--- src/rtl/icache_refill_ctrl.sv ---
// rtl/icache_refill_ctrl.sv - ICache miss/refill sequencer: one burst read per miss, 512-bit line fill into stage 1
// Optional watchdog: define ICACHE_REFILL_TIMEOUT_EN to abandon a refill that stalls for TIMEOUT_CYCLES cycles.

module icache_refill_ctrl #(
  parameter int LINE_BEATS     = 16,
  parameter int BEAT_W         = 32,
  parameter int TIMEOUT_CYCLES = 255
) (
  input  logic                         Clk,
  input  logic                         Rest,
  input  logic                         MissReq,
  input  logic [31:0]                  MissPc,
  input  logic                         IcacheFlash,
  output logic                         IcacheStop,
  output logic                         RdReq,
  output logic [31:0]                  RdAddr,
  output logic [7:0]                   RdLen,
  input  logic                         RdReady,
  input  logic                         RdDataValid,
  input  logic [BEAT_W-1:0]            RdData,
  output logic                         InNewAble,
  output logic [5:0]                   InNewIndex,
  output logic [19:0]                  InNewTag,
  output logic [LINE_BEATS*BEAT_W-1:0] InNewDate,
  output logic                         RefillDone,
  output logic                         RefillErr
);

  localparam int CNT_W = (LINE_BEATS > 1) ? $clog2(LINE_BEATS) : 1;
  localparam logic [CNT_W-1:0] LAST_BEAT = CNT_W'(LINE_BEATS - 1);
  localparam logic [7:0] BURST_LEN = 8'(LINE_BEATS - 1);

  localparam logic [2:0] S_IDLE  = 3'd0;
  localparam logic [2:0] S_REQ   = 3'd1;
  localparam logic [2:0] S_FILL  = 3'd2;
  localparam logic [2:0] S_HOLD  = 3'd3;
  localparam logic [2:0] S_WRITE = 3'd4;

  logic [2:0]                   state_q;
  logic [2:0]                   state_d;
  logic [25:0]                  line_pc_q;
  logic [CNT_W-1:0]             beat_cnt_q;
  logic                         cancel_q;
  logic [LINE_BEATS*BEAT_W-1:0] line_q;
  logic                         stop_q;
  logic                         stop_prev_q;
  logic                         miss_take;
  logic                         beat_take;
  logic                         last_beat;
  logic                         busy;
  logic                         timeout_hit;
  logic                         unused_pc_bits;

  // Offset bits within the line never matter: the burst always starts at the line base.
  assign unused_pc_bits = ^MissPc[5:0];

  assign busy      = (state_q == S_REQ) || (state_q == S_FILL);
  assign miss_take = (state_q == S_IDLE) && MissReq && !IcacheFlash;
  assign beat_take = (state_q == S_FILL) && RdDataValid;
  assign last_beat = beat_take && (beat_cnt_q == LAST_BEAT);

`ifdef ICACHE_REFILL_TIMEOUT_EN
  logic [7:0] wd_q;
  logic       progress;
  logic       err_q;

  assign progress    = ((state_q == S_REQ) && RdReady) || beat_take;
  assign timeout_hit = busy && !progress && (wd_q == 8'(TIMEOUT_CYCLES - 1));
  assign RefillErr   = err_q;

  // Watchdog: counts stalled cycles while the memory side owes us something; any progress restarts it.
  always_ff @(posedge Clk) begin
    if (Rest) begin
      wd_q  <= 8'd0;
      err_q <= 1'b0;
    end else begin
      err_q <= timeout_hit;
      if (!busy || progress || timeout_hit) begin
        wd_q <= 8'd0;
      end else begin
        wd_q <= wd_q + 8'd1;
      end
    end
  end
`else
  assign timeout_hit = 1'b0;
  assign RefillErr   = 1'b0;
`endif

  // Next-state selection for the refill sequence.
  always_comb begin
    state_d = state_q;
    case (state_q)
      S_IDLE: begin
        if (miss_take) begin
          state_d = S_REQ;
        end
      end
      S_REQ: begin
        if (timeout_hit) begin
          state_d = S_IDLE;
        end else if (RdReady) begin
          state_d = S_FILL;
        end
      end
      S_FILL: begin
        if (timeout_hit) begin
          state_d = S_IDLE;
        end else if (last_beat) begin
          // A flush on the final beat still cancels: the line must not be written.
          state_d = (cancel_q || IcacheFlash) ? S_IDLE : S_HOLD;
        end
      end
      S_HOLD:  state_d = S_WRITE;
      S_WRITE: state_d = S_IDLE;
      default: state_d = S_IDLE;
    endcase
  end

  // State register plus registered stall; stop_prev_q qualifies the stage-1 write.
  always_ff @(posedge Clk) begin
    if (Rest) begin
      state_q     <= S_IDLE;
      stop_q      <= 1'b0;
      stop_prev_q <= 1'b0;
    end else begin
      state_q     <= state_d;
      stop_q      <= (state_d == S_REQ) || (state_d == S_FILL);
      stop_prev_q <= stop_q;
    end
  end

  // Miss address capture; held until the next accepted miss so index/tag stay stable through WRITE.
  always_ff @(posedge Clk) begin
    if (Rest) begin
      line_pc_q <= 26'd0;
    end else if (miss_take) begin
      line_pc_q <= MissPc[31:6];
    end
  end

  // Cancel flag: any flush while the burst is outstanding; cleared whenever we fall back to IDLE.
  always_ff @(posedge Clk) begin
    if (Rest) begin
      cancel_q <= 1'b0;
    end else if (state_d == S_IDLE) begin
      cancel_q <= 1'b0;
    end else if (busy && IcacheFlash) begin
      cancel_q <= 1'b1;
    end
  end

  // Beat counter and line assembly; beats outside FILL never touch the buffer.
  always_ff @(posedge Clk) begin
    if (Rest) begin
      beat_cnt_q <= '0;
      line_q     <= '0;
    end else begin
      if ((state_q == S_REQ) && RdReady) begin
        beat_cnt_q <= '0;
      end else if (beat_take) begin
        line_q[int'(beat_cnt_q) * BEAT_W +: BEAT_W] <= RdData;
        beat_cnt_q <= beat_cnt_q + 1'b1;
      end
    end
  end

  assign IcacheStop = stop_q;
  assign RdReq      = (state_q == S_REQ);
  assign RdAddr     = {line_pc_q, 6'b0};
  assign RdLen      = RdReq ? BURST_LEN : 8'd0;
  assign InNewAble  = (state_q == S_WRITE) && !stop_prev_q;
  assign RefillDone = InNewAble;
  assign InNewIndex = line_pc_q[5:0];
  assign InNewTag   = line_pc_q[25:6];
  assign InNewDate  = line_q;

endmodule

--- config.mk ---
export PLATFORM = sky130hd
export DESIGN_NAME = icache_refill_ctrl
export DESIGN_NICKNAME = d
export VERILOG_FILES = /design/src/rtl/icache_refill_ctrl.sv
export SDC_FILE = /design/constraint.sdc
export NUM_CORES = 1
export LEC_CHECK = 0
export ABC_AREA = 1
export CORE_AREA = 5 5 250 252
export CTS_CLUSTER_SIZE = 14
export DETAILED_ROUTE_END_ITERATION = 6
export DIE_AREA = 0 0 255 257
export DONT_BUFFER_PORTS = 1
export HOLD_SLACK_MARGIN = 0.1
export RECOVER_POWER = 100
export SYNTH_ARGS = -nofsm -noshare
export SYNTH_HDL_FRONTEND = slang
export SYNTH_SLANG_ARGS = --single-unit
--- constraint.sdc ---
create_clock -name Clk -period 3.19 [get_ports Clk]
set_input_delay 0.638 -clock Clk [delete_from_list [all_inputs] [get_ports Clk]]
set_output_delay 0.638 -clock Clk [all_outputs]
set_load 0.005 [all_outputs]
==> metrics.md, run 1 <==
| Metric | Value |
|---|---|
| Post-synthesis compound-gate area fraction | 0.0794 |
| Design area | 26900 um^2 |
| Fmax | approximately 320 MHz |
| Yosys reg bits | 548 |
| MaxCap Viol Count | 0 |
| Pwr Total | 0.0150 W |
| Count of final hold-check violations | 0 |
| Area Overhead vs Synth | 9.36% |
| Sequential element share of the synthesized area | 0.446 |
| Syn Inst Count | around 3.7k |
| Unrepaired setup endpoints after global routing | false |
| Asr flop ratio synth | 0 |
| Simple-gate portion of the synthesized area | 0.372 |
| Main combinational cell family by area after synthesis | simple AND/OR/NAND/NOR gates |
| Leak | roughly 11 nW |
| Antenna violations before repair | 1 |
| Clock skew | ~0.022 ns |
| EDFF count, synth | 0 |
| ANT nets after route | 0 |
| GRT met3 Usage | 0.109 |
| All-Layer GR Usage | 0.295 |
| WP data required | approximately 3.7 ns |
| Crit path max fanout | 56 |
| Adder-Cell Fraction of Synth Area | 0.00152 |
| Post-CTS Setup Repair Bufs | 0 |
| Ys flop type | dfxtp_1 |
| CTS max path bufs | 3 |
| Hold Path Class | in2reg |
| DRT Pass-1 Iters | 6 |
| Ant diodes | 0 |
| CTS Buf Count | between 60 and 70 |
| Placed cell area | ~25000 um^2 |
| GR Util met2 | 0.484 |
| Hold WS | between 0.15 and 0.2 ns |
| Routed WL per cell | around 23 um |
| CTS Sinks | about 550 |
| Via-per-instance ratio | between 5 and 6 |
| Worst Max-Slew Pin Slew | 1.36 ns |
| PwrDens | 557 nW/um^2 |
| FP Rows | 90 |
| Effective utilization at floorplan | 0.411 |
| CTS root buf | clkbuf_16 |
| Synth warnings | 0 |
| Worst slew margin | 0.0926 |
| Nets@finish | around 3.7k |
| GR Util met1 | 0.357 |
| First-pass GRT wire length | around 150 mm |
| Die Wd | 255 um |
| Via Count | around 23k |
| XOR/XNOR share of the synthesized area | 0 |
| Port bufs | 0 |
| CP Launch Type | register |
| Status | finished, final reports clean |
| Number of global-route vias before repair | between 20k and 25k |
| Distinct cell type count after synthesis | 34 |
| Worst ir drop on vdd | around 0.00037 V |
| Core ar. | ~60000 um^2 |
| DRC Markers | 0 |
| Mux cell area share after synthesis | 0 |
| Initial drt markers | around 2.1k |
| Fin crit share | 0.971 |
| Post-Syn Area | 24600 um^2 |
| Gr busiest metal | met2 |
| Fin crit period | between 3 and 4 ns |
| Placer congestion estimate | around 0.9 |
| FILL cells | 6462 |
| Slew Viols, Final | 0 |
| Setup TNS | 0 ns |
| Post-Syn Area per Cell | between 6 and 7 um^2 |
| GR Overflow Total | 0 |
| Io pins | 653 |
| Clock transition at path regs | ~0.060 ns |
| Endpoints failing setup | 0 |
| Pin count of the biggest net entering global routing | 104 |
| Final WL | between 100 and 150 mm |
| H-Tree Level Count | 2 |
| Share of cells above drive strength 1 | 0.0603 |
| Crit Path Class | reg2reg |
| Worst path arrival time | between 3 and 4 ns |
| CP Capture Type | register |
| Chip height | 257 um |
| CTS tree | yes |
| Worst-Skew Late Latency | 0.62 ns |
| Dpl hpwl | 71.3 mm |
| Die area | roughly 66000 um^2 |
-- cell usage after synthesis, types with 6 or more instances --
library cell	instances	area, um^2
a21oi_1	87	435
buf_1	45	169
buf_2	80	400
buf_4	57	428
clkbuf_1	144	541
dfxtp_1	548	11000
inv_1	232	871
nand2_1	753	2830
nand2_2	7	43.8
nand3_1	142	711
nand4_1	60	375
nor2_1	1042	3910
nor2_4	6	67.6
nor3_1	211	1060
o21ai_0	284	1420
o21ai_1	14	70.1
-- layout make-up --
type | count | area, um^2 | area share
Multi-Input combinational cell | 2639 | 11200 | 0.417
Sequential cell | 548 | 11000 | 0.408
Clock buffer | 89 | 1810 | 0.0674
Tap cell | 782 | 978 | 0.0363
Inverter | 241 | 925 | 0.0343
Timing Repair Buffer | 94 | 805 | 0.0299
Clock inverter | 23 | 211 | 0.00785
-- routing by layer --
layer | part of all wire | up-vias
met1 | 0.38 | 10700
li1 | - | 11400
met3 | 0.11 | 181
met2 | 0.47 | 941
met5 | 0.00013 | -
met4 | 0.041 | 2
-- report_power, final --
group          switching (W)  internal (W)
Clock                0.00298       0.00417
Combinational       0.000731      0.000176
Sequential         0.0000605       0.00689
Total                0.00377        0.0112
-- critical path: stages (launching register included) --
cell and delay [ns]:
dfxtp_1 0.37, inv_1 0.10, ha_4 0.24, clkbuf_2 0.73, nor3_1 0.93, nand2_1 0.21, nor2_1 0.23, nor2_1 0.09
nor2_1 0.10
-- stage by stage --
| stage | setup slack (ns) | cells | utilization |
|---|---|---|---|
| 6_report | 0.0934 | 4416 | 0.449 |
| 5_1_grt | 0.0499 | 4416 | 0.449 |
| 4_1_cts | 0.318 | 4416 | 0.451 |
| 3_5_place_dp | 0.314 | 4301 | 0.416 |
| 3_3_place_gp | 0.370 | 4301 | 0.416 |
| 2_1_floorplan | 0.784 | 3759 | - |
-- layout by cell type (no fill, tap or decap), types with 2 or more instances in the layout --
cell / count
a21oi_1: 87
buf_12: 11
buf_4: 59
bufinv_16: 3
clkbuf_1: 17
clkbuf_16: 63
clkbuf_2: 17
clkbuf_8: 14
clkinv_1: 4
clkinv_2: 14
clkinv_4: 3
conb_1: 11
dfxtp_1: 548
ha_4: 2
inv_1: 231
inv_2: 2
inv_4: 2
inv_6: 2
inv_8: 2
nand2_1: 754
nand2_2: 6
nand2_4: 2
nand3_1: 143
nand4_1: 63
nor2_1: 1039
nor2_2: 2
nor2_4: 10
nor3_1: 211
nor3b_1: 2
o21ai_0: 294
o21ai_1: 4
-- what timing repair did --
| action | 4_1_cts | 5_1_grt |
|---|---|---|
| endpoints found under the hold margin | 93 | 0 |
| hold buffers | 3 | 0 |
| gates resized for setup | 0 | 0 |
-- logic make-up (layout without fill, tap and decap cells) --
| family | after synthesis | after routing |
|---|---|---|
| AND/OR/NAND/NOR | 2236 | 2236 |
| AO/OA/AOI/OAI | 389 | 389 |
| adder cells (fa/ha/maj) | 3 | 3 |
| flip-flops | 548 | 548 |
| buffers and inverters | 572 | 447 |
| other | 1 | 11 |
-- path summary, 6_finish.rpt --
path,endpoint,slack [ns],cells after the start,start
max,InNewDate[233],0.09,8,beat_cnt_q[1]
max reg2reg,InNewDate[233],0.09,8,beat_cnt_q[1]
min,InNewDate[13],0.18,2,RdData[13]
min reg2reg,stop_prev_q,0.48,2,IcacheStop
-- registers in the layout (all words and copies together), names as in the netlist --
name,flops
IcacheStop,1
InNewDate,512
line_pc_q,26
state_q,3
beat_cnt_q,4
stop_prev_q,1
cancel_q,1
Power figures use the tool's default switching activity.
==> run 2, diff against run 1 <==
- PLACE_DENSITY: unset -> 0.61
==> metrics.md, run 2 (synthesis results as in run 1) <==
| Metric | Value |
|---|---|
| Critical Path Most Common Cell | nand2_1 (was nor2_1) |
| Setup TNS | 0 ns (unchanged) |
| Status | finished, final reports clean (unchanged) |
| Antenna violations before repair | 4 (was 1) |
| Fmax | 344 MHz (was 323 MHz) |
| Count of final hold-check violations | 0 (unchanged) |
| Worst flop-to-flop path startpoint | beat_cnt_q[2] (was beat_cnt_q[1]) |
| Hold Crit Endpoint | InNewDate[31] (was InNewDate[13]) |
| Crit Path Class | reg2reg (unchanged) |
| R2R setup slack | 0.28 ns (was 0.09 ns) |
| Via Count | 23.5k (was 23.2k) |
| WP data required | 3.73 ns (was 3.74 ns) |
| Met3 Routed Length | 11.8 mm (was 11.2 mm) |
| Leak | 10.7 nW (was 10.9 nW) |
| MaxCap Viol Count | 0 (unchanged) |
| Critical path's top delay family | buffers and inverters (was simple AND/OR/NAND/NOR gates) |
| CP Capture Type | register (unchanged) |
| Area of the multi-input gates | 11200 um^2 (about the same) |
| Fin crit share | 0.913 (was 0.971) |
| CP max stage cell | dfxtp_1 (was nor3_1) |
| Post-cts resize count | 0 (unchanged) |
| Storage element area | 11000 um^2 (unchanged) |
| Met2 wire length | 48.0 mm (was 48.4 mm) |
| R2R depth | 13 (was 8) |
| Hold Path Stages | 2 (unchanged) |
| DRC Markers | 0 (unchanged) |
| Worst path arrival time | 3.45 ns (was 3.65 ns) |
| CP Launch Type | register (unchanged) |
| Chip height | 257 um (unchanged) |
| CTS root buf | clkbuf_16 (unchanged) |
| CTS tree | yes (unchanged) |
| Max FFs per register | 512 (unchanged) |
| Buf/Inv on CP | 5 (was 2) |
| Die area | 65500 um^2 (unchanged) |
| Routed WL per cell | 23.6 um (was 23.5 um) |
| Placer congestion estimate | 0.881 (was 0.902) |
| Port bufs | 0 (unchanged) |
| FILL cells | 6373 (was 6462) |
| PwrDens | 542 nW/um^2 (was 557 nW/um^2) |
| Crit path max fanout | 105 (was 56) |
| Pwr Total | 0.0145 W (was 0.0150 W) |
| Dpl hpwl | 70.9 mm (was 71.3 mm) |
| Worst-Skew Late Latency | 0.62 ns (about the same) |
| Nets@finish | 3647 (was 3658) |
| Number of global-route vias before repair | 20.5k (was 20.6k) |
| CTS Buf Count | 59 (was 61) |
| FP Rows | 90 (unchanged) |
| Share of cells above drive strength 1 | 0.0548 (was 0.0603) |
| Via-per-instance ratio | 5.34 (was 5.25) |
| R2R Path End | InNewDate[217] (was InNewDate[233]) |
| Most frequent cells in the layout | nor2_1 (1041), nand2_1 (755), dfxtp_1 (548) (was nor2_1 (1039), nand2_1 (754), dfxtp_1 (548)) |
| Clock transition at path regs | 0.06 ns (about the same) |
| First-pass GRT wire length | 147 mm (was 146 mm) |
| Die Wd | 255 um (unchanged) |
| Slew Viols, Final | 0 (unchanged) |
| Clock skew | 0.0251 ns (was 0.0215 ns) |
| DRT Pass-1 Iters | 6 (unchanged) |
| Endpoints failing setup | 0 (unchanged) |
| Initial drt markers | 2386 (was 2082) |
| Crit-path max cell delay | 0.43 ns (was 0.93 ns) |
| Worst hold start | RdData[31] (was RdData[13]) |
| Fin crit period | 2.91 ns (was 3.10 ns) |
| Worst slew margin | 0.0475 (was 0.0926) |
| Io pins | 653 (unchanged) |
| Most common cell after layout, fill and taps aside | nor2_1 (unchanged) |
| Pin count of the biggest net entering global routing | 138 (was 104) |
| All-Layer GR Usage | 0.297 (was 0.295) |
| Core ar. | 59900 um^2 (unchanged) |
| CP Cell Sequence | nor2_1 > nand2_1 > inv_1 > ha_4 > buf_12 > nand2_1 > buf_4 > clkinv_1 > buf_6 > nand4_1 > nand2_1 > nand2_1 > nor2_1 (was inv_1 > ha_4 > clkbuf_2 > nor3_1 > nand2_1 > nor2_1 > nor2_1 > nor2_1) |
| Final WL | 104 mm (about the same) |
| Area Overhead vs Synth | 8.46% (was 9.36%) |
| Worst ir drop on vdd | 0.000374 V (was 0.000371 V) |
| H-Tree Level Count | 2 (unchanged) |
| ANT nets after route | 0 (unchanged) |
| GR Overflow Total | 0 (unchanged) |
| Top Metal Used | met5 (unchanged) |
| CTS max path bufs | 3 (unchanged) |
| CTS Sinks | 548 (unchanged) |
| Hold_buf cts | 3 (unchanged) |
| Unrepaired setup endpoints after global routing | false (unchanged) |
| Metal1 wirelength | 38.2 mm (was 39.8 mm) |
| Effective utilization at floorplan | 0.411 (unchanged) |
| Hold Path Class | in2reg (unchanged) |
| Worst Max-Slew Pin Slew | 1.43 ns (was 1.36 ns) |
| Post-CTS Setup Repair Bufs | 0 (unchanged) |
[run 2: worst max-delay path by stage]
stage                endpoint  cells after the start           from  slack [ns]
5_1_grt         InNewDate[68]                     11  beat_cnt_q[1]        0.11
4_1_cts        InNewDate[409]                      9  beat_cnt_q[3]        0.45
2_1_floorplan  InNewDate[496]                     12  beat_cnt_q[0]        0.78
3_5_place_dp   InNewDate[409]                      9  beat_cnt_q[3]        0.48
6_report       InNewDate[217]                     13  beat_cnt_q[2]        0.28
3_3_place_gp   InNewDate[405]                      9  beat_cnt_q[3]        0.49
[run 2: worst reg2reg max path: stages (launching register included)]
cell and delay [ns]:
dfxtp_1 0.43, nor2_1 0.10, nand2_1 0.13, inv_1 0.08, ha_4 0.34, buf_12 0.43, nand2_1 0.24, buf_4 0.22
clkinv_1 0.07, buf_6 0.36, nand4_1 0.18, nand2_1 0.10, nand2_1 0.05, nor2_1 0.12
[run 2: per-layer routing]
metal  up-vias  track usage
li1      11300            -
met4         4        0.143
met3       236        0.107
met2      1061        0.479
met1     10800        0.351
met5         -            0
[run 2: cell type report]
| type | count | area share |
|---|---|---|
| multi-input cells | 2639 | 0.420 |
| flip-flops and latches | 548 | 0.411 |
| clock buffers | 84 | 0.0629 |
| well taps | 782 | 0.0366 |
| inverters | 241 | 0.0346 |
| repair buffers | 85 | 0.0295 |
| clock inverters | 18 | 0.00497 |
| diodes | 1 | 0.0000937 |
[run 2: power by group]
group	leakage [nW]	switching [W]	internal [W]	total, W
combinational	5.43	0.000741	0.000176	0.000917
sequential	4.42	0.0000604	0.00689	0.00695
clock	0.889	0.00289	0.00371	0.00660
total	10.7	0.00369	0.0108	0.0145
[run 2: per-stage QoR]
| stage | util | hold WS [ns] | cell area [um^2] | setup slack [ns] | std cells |
|---|---|---|---|---|---|
| floorplan | - | 0.420 | 24700 | 0.784 | 3759 |
| global placement | 0.416 | 0.432 | 24900 | 0.489 | 4292 |
| detailed placement | 0.416 | 0.439 | 24900 | 0.477 | 4292 |
| CTS | 0.447 | 0.157 | 26800 | 0.451 | 4397 |
| global route | 0.446 | 0.168 | 26700 | 0.109 | 4397 |
| finish | 0.446 | 0.193 | 26700 | 0.279 | 4398 |
